===== src/rtl/agc_pkg.sv =====
// Shared constants, state encoding and control-word layout for the AGC
// control sequencer and its decoder.
package agc_pkg;

    localparam int OP_W  = 3;
    localparam int ALU_W = 3;

    // Basic instruction opcodes (instruction bits [15:13]).
    localparam logic [OP_W-1:0] OP_TC   = 3'd0;
    localparam logic [OP_W-1:0] OP_RSV1 = 3'd1;
    localparam logic [OP_W-1:0] OP_RSV2 = 3'd2;
    localparam logic [OP_W-1:0] OP_XCH  = 3'd3;
    localparam logic [OP_W-1:0] OP_CS   = 3'd4;
    localparam logic [OP_W-1:0] OP_TS   = 3'd5;
    localparam logic [OP_W-1:0] OP_AD   = 3'd6;
    localparam logic [OP_W-1:0] OP_MASK = 3'd7;

    // ALU commands.
    localparam logic [ALU_W-1:0] ALU_ADD = 3'd0;
    localparam logic [ALU_W-1:0] ALU_SUB = 3'd1;
    localparam logic [ALU_W-1:0] ALU_AND = 3'd2;
    localparam logic [ALU_W-1:0] ALU_OR  = 3'd3;
    localparam logic [ALU_W-1:0] ALU_XOR = 3'd4;

    // Datapath mux selects.
    localparam logic [1:0] MADDR_PC = 2'd0;
    localparam logic [1:0] MADDR_S  = 2'd1;
    localparam logic [1:0] MADDR_A  = 2'd2;

    localparam logic [1:0] QSEL_MEM = 2'd0;
    localparam logic [1:0] QSEL_U   = 2'd1;
    localparam logic [1:0] QSEL_Z   = 2'd2;

    localparam logic [1:0] ASEL_MEM  = 2'd0;
    localparam logic [1:0] ASEL_U    = 2'd1;
    localparam logic [1:0] ASEL_NOTA = 2'd2;
    localparam logic [1:0] ASEL_G    = 2'd3;

    localparam logic [1:0] XSEL_MEM = 2'd0;
    localparam logic [1:0] XSEL_Z   = 2'd1;
    localparam logic [1:0] XSEL_S   = 2'd2;
    localparam logic [1:0] XSEL_A   = 2'd3;

    localparam logic [1:0] YSEL_MEM = 2'd0;
    localparam logic [1:0] YSEL_A   = 2'd1;
    localparam logic [1:0] YSEL_ONE = 2'd2;
    localparam logic [1:0] YSEL_IMM = 2'd3;

    localparam logic [1:0] ZSEL_MEM = 2'd0;
    localparam logic [1:0] ZSEL_U   = 2'd1;
    localparam logic [1:0] ZSEL_B   = 2'd2;

    localparam logic LPSEL_MEM = 1'b0;
    localparam logic LPSEL_U   = 1'b1;
    localparam logic BSEL_MEM  = 1'b0;
    localparam logic BSEL_U    = 1'b1;

    typedef enum logic [2:0] {
        IDLE     = 3'd0,
        FETCH    = 3'd1,
        PCALU    = 3'd2,
        PCWB     = 3'd3,
        EX1      = 3'd4,
        EX2      = 3'd5,
        EX3      = 3'd6,
        DONE_ILL = 3'd7
    } state_t;

    typedef struct packed {
        logic [ALU_W-1:0] alu_op;
        logic [1:0]       maddr_mux;
        logic [1:0]       q_mux;
        logic [1:0]       a_mux;
        logic [1:0]       x_mux;
        logic [1:0]       y_mux;
        logic [1:0]       z_mux;
        logic             lp_mux;
        logic             b_mux;
        logic             lp_we;
        logic             g_we;
        logic             q_we;
        logic             b_we;
        logic             a_we;
        logic             x_we;
        logic             y_we;
        logic             z_we;
        logic             mem_we;
        logic             busy;
        logic             instr_done;
        logic             illegal_op;
    } ctl_t;

    // True for the reserved opcodes, which finish through DONE_ILL.
    function automatic logic op_is_illegal(input logic [OP_W-1:0] op);
        return (op == OP_RSV1) || (op == OP_RSV2);
    endfunction

endpackage


===== src/rtl/agc_ctl_decode.sv =====
// Combinational control-word decoder: (state, latched opcode) -> datapath controls.
//
//   state    | meaning
//   ---------+---------------------------------------------------------
//   IDLE     | waiting for run or step, everything off
//   FETCH    | read mem[PC] into B, load X=Z (PC) and Y=1
//   PCALU    | ALU forms PC+1, opcode is latched
//   PCWB     | write PC+1 back to Z
//   EX1..EX3 | opcode-specific execute steps
//   DONE_ILL | unimplemented opcode, flag it and finish
module agc_ctl_decode
    import agc_pkg::*;
(
    input  state_t          i_state,
    input  logic [OP_W-1:0] i_op,
    output ctl_t            o_ctl
);

    // Build the control word; any field not set for a state stays 0.
    always_comb begin
        o_ctl        = '0;
        o_ctl.alu_op = ALU_ADD;
        o_ctl.busy   = (i_state != IDLE);
        case (i_state)
            IDLE: ;
            FETCH: begin
                o_ctl.maddr_mux = MADDR_PC;
                o_ctl.b_we      = 1'b1;
                o_ctl.b_mux     = BSEL_MEM;
                o_ctl.x_we      = 1'b1;
                o_ctl.x_mux     = XSEL_Z;
                o_ctl.y_we      = 1'b1;
                o_ctl.y_mux     = YSEL_ONE;
            end
            PCALU: o_ctl.alu_op = ALU_ADD;
            PCWB: begin
                o_ctl.z_we  = 1'b1;
                o_ctl.z_mux = ZSEL_U;
            end
            EX1: begin
                case (i_op)
                    OP_TC: begin
                        o_ctl.q_we  = 1'b1;
                        o_ctl.q_mux = QSEL_Z;
                    end
                    OP_XCH: begin
                        o_ctl.maddr_mux = MADDR_S;
                        o_ctl.g_we      = 1'b1;
                    end
                    OP_CS: begin
                        o_ctl.maddr_mux = MADDR_S;
                        o_ctl.a_we      = 1'b1;
                        o_ctl.a_mux     = ASEL_MEM;
                    end
                    OP_TS: begin
                        o_ctl.maddr_mux  = MADDR_S;
                        o_ctl.mem_we     = 1'b1;
                        o_ctl.instr_done = 1'b1;
                    end
                    OP_AD, OP_MASK: begin
                        o_ctl.maddr_mux = MADDR_S;
                        o_ctl.x_we      = 1'b1;
                        o_ctl.x_mux     = XSEL_A;
                        o_ctl.y_we      = 1'b1;
                        o_ctl.y_mux     = YSEL_MEM;
                    end
                    default: o_ctl.instr_done = 1'b1;
                endcase
            end
            EX2: begin
                case (i_op)
                    OP_TC: begin
                        o_ctl.z_we       = 1'b1;
                        o_ctl.z_mux      = ZSEL_B;
                        o_ctl.instr_done = 1'b1;
                    end
                    OP_XCH: begin
                        o_ctl.maddr_mux = MADDR_S;
                        o_ctl.mem_we    = 1'b1;
                    end
                    OP_CS: begin
                        o_ctl.a_we       = 1'b1;
                        o_ctl.a_mux      = ASEL_NOTA;
                        o_ctl.instr_done = 1'b1;
                    end
                    OP_AD:   o_ctl.alu_op = ALU_ADD;
                    OP_MASK: o_ctl.alu_op = ALU_AND;
                    default: o_ctl.instr_done = 1'b1;
                endcase
            end
            EX3: begin
                case (i_op)
                    OP_XCH: begin
                        o_ctl.a_we  = 1'b1;
                        o_ctl.a_mux = ASEL_G;
                    end
                    OP_AD, OP_MASK: begin
                        o_ctl.a_we  = 1'b1;
                        o_ctl.a_mux = ASEL_U;
                    end
                    default: ;
                endcase
                // EX3 is the last step of any opcode that reaches it.
                o_ctl.instr_done = 1'b1;
            end
            DONE_ILL: begin
                o_ctl.illegal_op = 1'b1;
                o_ctl.instr_done = 1'b1;
            end
            default: ;
        endcase
    end

endmodule


===== src/rtl/agc_sequencer.sv =====
// AGC control sequencer: state register, latched opcode and one-shot flag;
// the control word itself comes from agc_ctl_decode.
module agc_sequencer
    import agc_pkg::*;
(
    input  logic             clk,
    input  logic             reset,
    input  logic             run,
    input  logic             step,
    input  logic [OP_W-1:0]  instr_op,
    output logic [ALU_W-1:0] alu_op,
    output logic [1:0]       MAddr_MUX,
    output logic [1:0]       Q_MUX,
    output logic [1:0]       A_MUX,
    output logic [1:0]       X_MUX,
    output logic [1:0]       Y_MUX,
    output logic [1:0]       Z_MUX,
    output logic             LP_MUX,
    output logic             B_MUX,
    output logic             LP_WE,
    output logic             G_WE,
    output logic             Q_WE,
    output logic             B_WE,
    output logic             A_WE,
    output logic             X_WE,
    output logic             Y_WE,
    output logic             Z_WE,
    output logic             mem_WE,
    output logic             busy,
    output logic             instr_done,
    output logic             illegal_op
);

    state_t          r_state;
    state_t          w_state_nxt;
    logic [OP_W-1:0] r_op_q;
    logic            r_one_shot;
    logic            w_one_shot_nxt;
    ctl_t            w_ctl;

    agc_ctl_decode u_decode (
        .i_state (r_state),
        .i_op    (r_op_q),
        .o_ctl   (w_ctl)
    );

    // Next-state logic; the decoder's instr_done marks the last step of an instruction.
    always_comb begin
        w_state_nxt    = r_state;
        w_one_shot_nxt = r_one_shot;
        case (r_state)
            IDLE: begin
                if (run) begin
                    w_state_nxt    = FETCH;
                    w_one_shot_nxt = 1'b0;
                end else if (step) begin
                    w_state_nxt    = FETCH;
                    w_one_shot_nxt = 1'b1;
                end
            end
            FETCH: w_state_nxt = PCALU;
            PCALU: w_state_nxt = PCWB;
            PCWB:  w_state_nxt = op_is_illegal(r_op_q) ? DONE_ILL : EX1;
            default: begin
                if (w_ctl.instr_done) begin
                    w_one_shot_nxt = 1'b0;
                    w_state_nxt    = run ? FETCH : IDLE;
                end else if (r_state == EX1) begin
                    w_state_nxt = EX2;
                end else if (r_state == EX2) begin
                    w_state_nxt = EX3;
                end else begin
                    w_state_nxt = IDLE;
                end
            end
        endcase
    end

    // State, one-shot flag and opcode latch (opcode captured only in PCALU).
    always_ff @(posedge clk) begin
        if (reset) begin
            r_state    <= IDLE;
            r_one_shot <= 1'b0;
            r_op_q     <= '0;
        end else begin
            r_state    <= w_state_nxt;
            r_one_shot <= w_one_shot_nxt;
            if (r_state == PCALU) begin
                r_op_q <= instr_op;
            end
        end
    end

    assign alu_op     = w_ctl.alu_op;
    assign MAddr_MUX  = w_ctl.maddr_mux;
    assign Q_MUX      = w_ctl.q_mux;
    assign A_MUX      = w_ctl.a_mux;
    assign X_MUX      = w_ctl.x_mux;
    assign Y_MUX      = w_ctl.y_mux;
    assign Z_MUX      = w_ctl.z_mux;
    assign LP_MUX     = w_ctl.lp_mux;
    assign B_MUX      = w_ctl.b_mux;
    assign LP_WE      = w_ctl.lp_we;
    assign G_WE       = w_ctl.g_we;
    assign Q_WE       = w_ctl.q_we;
    assign B_WE       = w_ctl.b_we;
    assign A_WE       = w_ctl.a_we;
    assign X_WE       = w_ctl.x_we;
    assign Y_WE       = w_ctl.y_we;
    assign Z_WE       = w_ctl.z_we;
    assign mem_WE     = w_ctl.mem_we;
    assign busy       = w_ctl.busy;
    assign instr_done = w_ctl.instr_done;
    assign illegal_op = w_ctl.illegal_op;

endmodule


===== config.mk =====
export PLATFORM = sky130hd
export DESIGN_NAME = agc_sequencer
export DESIGN_NICKNAME = d
export VERILOG_FILES = /design/src/rtl/agc_pkg.sv /design/src/rtl/agc_ctl_decode.sv /design/src/rtl/agc_sequencer.sv
export SDC_FILE = /design/constraint.sdc
export NUM_CORES = 1
export LEC_CHECK = 0
export ABC_AREA = 1
export CORE_ASPECT_RATIO = 0.75
export CORE_MARGIN = 2
export CORE_UTILIZATION = 34
export CTS_CLUSTER_SIZE = 10
export DETAILED_ROUTE_END_ITERATION = 6
export MAX_ROUTING_LAYER = met4
export PLACE_DENSITY = 0.69
export SYNTH_ARGS = -nofsm -noshare
export SYNTH_HDL_FRONTEND = slang
export SYNTH_HIERARCHICAL = 1
export SYNTH_SLANG_ARGS = --single-unit

===== constraint.sdc =====
create_clock -name clk -period 2.4 [get_ports clk]
set_input_delay 0.48 -clock clk [delete_from_list [all_inputs] [get_ports clk]]
set_output_delay 0.48 -clock clk [all_outputs]
set_load 0.1 [all_outputs]

---- After elaboration in Yosys (flattened, before gate mapping) ----
Cells that the tools add are included.
operators by class
  reductions and logical operators ........ 10
  muxes and demuxes ....................... 37
  eq/ne operators ......................... 15
operators by type and width
  kind                                                                   count
  3-bit equality test, second input constant                             8
  2-bit one-hot mux with 2 select lines                                  5
  2-bit 2-to-1 mux                                                       8
  3-bit 2-to-1 mux                                                       5
  3-bit by 2-bit equality test with 1-bit output, second input constant  4
  1-bit 2-to-1 mux                                                       12
  3-bit one-hot mux with 4 select lines                                  1
  5-bit OR reduction                                                     2
  4-bit one-hot mux with 2 select lines                                  1
  3-bit by 1-bit equality test with 1-bit output, second input constant  2
  3-bit zero test                                                        2
  1-bit one-hot mux with 2 select lines                                  3
  2-bit OR reduction                                                     3
  4-bit 2-to-1 mux                                                       1
  3-bit inequality test, second input constant                           1
  1-bit one-hot mux with 3 select lines                                  1
  3-bit nonzero test                                                     1
  3-bit OR reduction                                                     1
  1-bit logical OR                                                       1
storage, ports and cells
  register bits ........................... 6
  bits of input ports ..................... 7
  output and inout bits ................... 29
  word-level logic and storage cells ...... 64

---- Depth between registers and ports, before layout ----
  depth in word-level cells ............... 6
  depth in mapped cells ................... 11
  mapped depth without buffers ............ 11

---- By module ----
The synthesis kept the hierarchy.
modules (own cells, without submodules)
  module          sequential area each (um^2)  times used  area an instance (um^2)  cells an instance
  agc_ctl_decode  0.0                          1           426.7                    71
  agc_sequencer   120.1                        1           334.1                    58

---- Worst setup path after synthesis ----
Ideal clock, no wire load.
  kind .................................... flip-flop to output port
  from .................................... register r_state[1]
  to ...................................... output port illegal_op
  data required time ...................... 1.920 ns
  arrival ................................. 2.691 ns
  buffers on the path ..................... 0
  slack ................................... -0.771 ns
  stages on the path, launching flop included .. 3
  cell sequence ........................... dfxtp_1 inv_2 nor3_1
between the ends
  longest elaborated chain between the ends .. 2
ends and longest elaborated chain
  item                      line                  RTL
  start: declaration        agc_sequencer.sv:34   state_t r_state;
  start signal: assignment  agc_sequencer.sv:86   r_state <= w_state_nxt;
  3-bit equality test       agc_ctl_decode.sv:24  case (i_state)
  1-bit 2-to-1 mux          agc_ctl_decode.sv:24
  end: declaration          agc_sequencer.sv:31   output logic illegal_op
Every way passes these cells.

---- Worst setup path after layout ----
  from .................................... register r_op_q[0]
  to ...................................... output port X_WE
between the ends
  longest elaborated chain between the ends .. 4
  elaborated cells between the ends (all ways) .. 5
  classes of those cells .................. eq/ne: 2; mux: 2; reduce/logical: 1
ends and longest elaborated chain
  item                                     line                  RTL
  start: declaration                       agc_sequencer.sv:36   logic [OP_W-1:0] r_op_q;
  start signal: assignment                 agc_sequencer.sv:89   r_op_q <= instr_op;
  3-bit equality test                      agc_ctl_decode.sv:41  case (i_op)
  2-bit OR reduction *                     n/a
  2-bit 2-to-1 mux *                       agc_ctl_decode.sv:41
  2-bit one-hot mux with 2 select lines *  agc_ctl_decode.sv:24
  end: declaration                         agc_sequencer.sv:25   output logic X_WE,
Every way passes the cells marked *; elsewhere a longest branch is shown, timed or not.

==> results by group <==
Power
  – Peak VDD IR: slightly below 0.0003 V
  – PwrDens: around 680 mW/mm^2
  – Leak: between 0.5 and 0.6 nW

Worst setup path
  – Endpoint class of the critical path: primary output
  – CP Class: flop to primary output
  – Reg-to-reg startpoint: r_op_q[0]$_SDFFE_PP0N_
  – Critical Path AT: 1780 ps
  – CP max stage cell: dfxtp_1
  – RR Endpoint: r_state[1]$_SDFFE_PP0P_
  – R2R depth: 10
  – Crit start category: flop
  – Max incr delay on CP: between 400 and 500 ps
  – Crit Path Max Fanout: 8
  – Worst R2R Setup Slack: about 610 ps
  – Critical-path cell list: inv_1, ha_1, o21ai_0, o21ai_2, buf_12
  – Crit path from: r_op_q[0]$_SDFFE_PP0N_
  – WP data required: between 1500 and 2000 ps

Global route
  – GRT Overall Usage: 0.1278
  – Vias in the first global route: between 600 and 700
  – Initial antenna violation count: 0
  – Total grt overflow: 0
  – First-pass GRT wire length: around 2.6 mm
  – Largest net degree at the start of global routing: 14

Outcome
  – Failing checks: design-rule violations
  – Status: finished with violations

Clocking
  – Post-CTS Setup Bufs: 0
  – CTS max path bufs: 2
  – CTS Buf Count: 3
  – Clk sinks: 6
  – Root Driver: clkbuf_4
  – CTS tree: built
  – H-tree Lvls: 1
  – Hold_buf cts: 0
  – Post-cts gate resize count: 0
  – Clk_lat worst skew: between 200 and 250 ps
  – Clock transition at the registers of the reported paths: 40 ps

Detailed routing
  – Drt pass-1 iters: 6
  – WL final: about 1.6 mm
  – Drt drc: 4
  – Drt wl/cell: between 9 and 10 um
  – DR iter-0 viols: 15
  – Antenna-violating nets left: 0
  – Vias: approximately 800
  – Vias/cell: approximately 4.5

Final layout
  – Share of cells above drive strength 1: 0.3032
  – Nets: 169
  – Design area: between 0.001 and 0.0015 sq mm
  – Finished Core Util: 0.5896
  – Area delta synth->final: 60.20%
  – Ant. Diodes: 0

Yosys
  – Top cells by area, synth: dfxtp_1, nand2_1, buf_4
  – Ys flop type: dfxtp_1
  – Syn avg cell area: 5.897 sq um
  – Commonest cells in the synthesized netlist: nand2_1, nor2_1, inv_1, nand3_1, buf_4
  – Synth Register Bits: 6
  – Synthesized area: 760.7 sq um
  – Ys async rst share: 0
  – Sequential fraction of the synthesis area: 0.1579
  – Number of cells produced by synthesis: between 100 and 150
  – Netlist cell types: 23
  – Leading area contributor after synthesis: dfxtp_1
  – Syn. warnings: 6
  – Post-synth EDFFs: 0
  – Top-area cell type share of the netlist area: 0.1579
  – Most instantiated library cell after synthesis: nand2_1

Placed design
  – Final GP Congestion: around 0.87
  – Dpl hpwl: roughly 1.4 mm
  – PortBufs: 27
  – Placed Area: about 0.0012 sq mm

Floorplanning
  – FP Rows: 14
  – Die width: 58.62 um
  – Starting Density: 0.3680
  – I/O Pins: 36
  – Core footprint: between 0.002 and 0.0025 sq mm
  – DIE HEIGHT: about 45 um
  – Die area: between 0.002 and 0.003 sq mm

STA
  – Post-route setup TNS: 0 ps
  – Hold Fails Final Rpt: 0
  – Final setup violation count: 0
  – Layout Skew: about 2.4 ps
  – RSZ-0062 raised after global routing: no
  – Final Cycle Share: 0.9421
  – Minimum clock period after layout: 2261 ps
  – Max Slew Vio Count: 0
  – F_max: roughly 440 MHz

Worst hold path
  – Hold Path End: r_state[2]$_SDFFE_PP0P_
  – Hold path cells: 2
  – Worst Hold Class: flop to flop
  – Hold path start: r_state[0]$_SDFFE_PP0P_

Run
  – MaxCap Viol Count: 0
## cells by family (layout without fill, tap and decap cells)
family,Yosys count,after routing,synth area share
AO/OA/AOI/OAI,9,9,0.06907
other,1,8,0.004929
AND/OR/NAND/NOR,75,75,0.4638
adder cells (fa/ha/maj),5,5,0.08224
buffers and inverters,33,52,0.2220
flip-flops,6,6,0.1579
## stage by stage
stage | std cells | worst slack [ps] | total power (W) | hold WS (ps)
final | 179 | 139.0 | 0.0008261 | 633.4
after detailed placement | 176 | 403.5 | 0.0007385 | 633.1
after global placement | 176 | 479.4 | 0.0007314 | 619.1
after global routing | 179 | 16.61 | 0.0008749 | 664.6
after floorplan | 136 | -174.7 | 0.0006163 | 527.3
after CTS | 179 | 136.8 | 0.0008332 | 639.3
## worst max-delay path: cells and delay by family (launching register included)
family | cells | cell delay, ps
adder cells (fa/ha/maj) | 1 | 250
AO/OA/AOI/OAI | 2 | 510
flip-flops | 1 | 470
buffers and inverters | 2 | 310
## registers in the layout (all words and copies together), names as in the netlist
register  cells
r_op_q        3
r_state       3
## layout by cell type, fill, tap and decap left out, types with 2 or more instances in the layout
cell type / n
conb_1: 8
o21ai_2: 3
clkbuf_4: 3
inv_1: 15
nand3_1: 15
nand2_4: 2
nand2_1: 30
ha_1: 5
dfxtp_1: 6
buf_12: 17
inv_2: 5
nor2_4: 2
buf_4: 5
nor2_1: 17
a21oi_1: 4
nor3_2: 2
nor2_2: 3
clkdlybuf4s50_1: 6
## how the worst max path moves through the flow
stage,cells past startpoint,slack (ps),endpoint
final,5,140,X_WE
after global routing,5,20,X_MUX[0]
after CTS,5,140,Y_WE
after detailed placement,5,400,Y_WE
after global placement,6,480,instr_done
after floorplan,4,-170,X_MUX[0]
## report_power, final
| group | internal [W] | switching [W] | total, W |
|---|---|---|---|
| Combinational | 0.000149 | 0.000428 | 0.000577 |
| Clock | 0.0000564 | 0.0000344 | 0.0000908 |
| Sequential | 0.000116 | 0.0000417 | 0.000158 |
| Total | 0.000322 | 0.000504 | 0.000826 |
## cell type report
cell class,count,area [sq um]
sequential,6,120.1
multi-input combinational,97,526.8
timing repair buffer,28,437.9
fill,208,848.3
tap,24,30.03
clock buffer,3,22.52
inverter,21,81.33
## routing by layer
layer,global-route usage,vias up,part of all wire
met5,-,-,0
met4,0.04091,0,0.0049
met3,0.01719,2,0.084
met2,0.2112,30,0.44
met1,0.1635,332,0.47
li1,-,434,-
No activity file was read; power rests on OpenSTA's default activity.
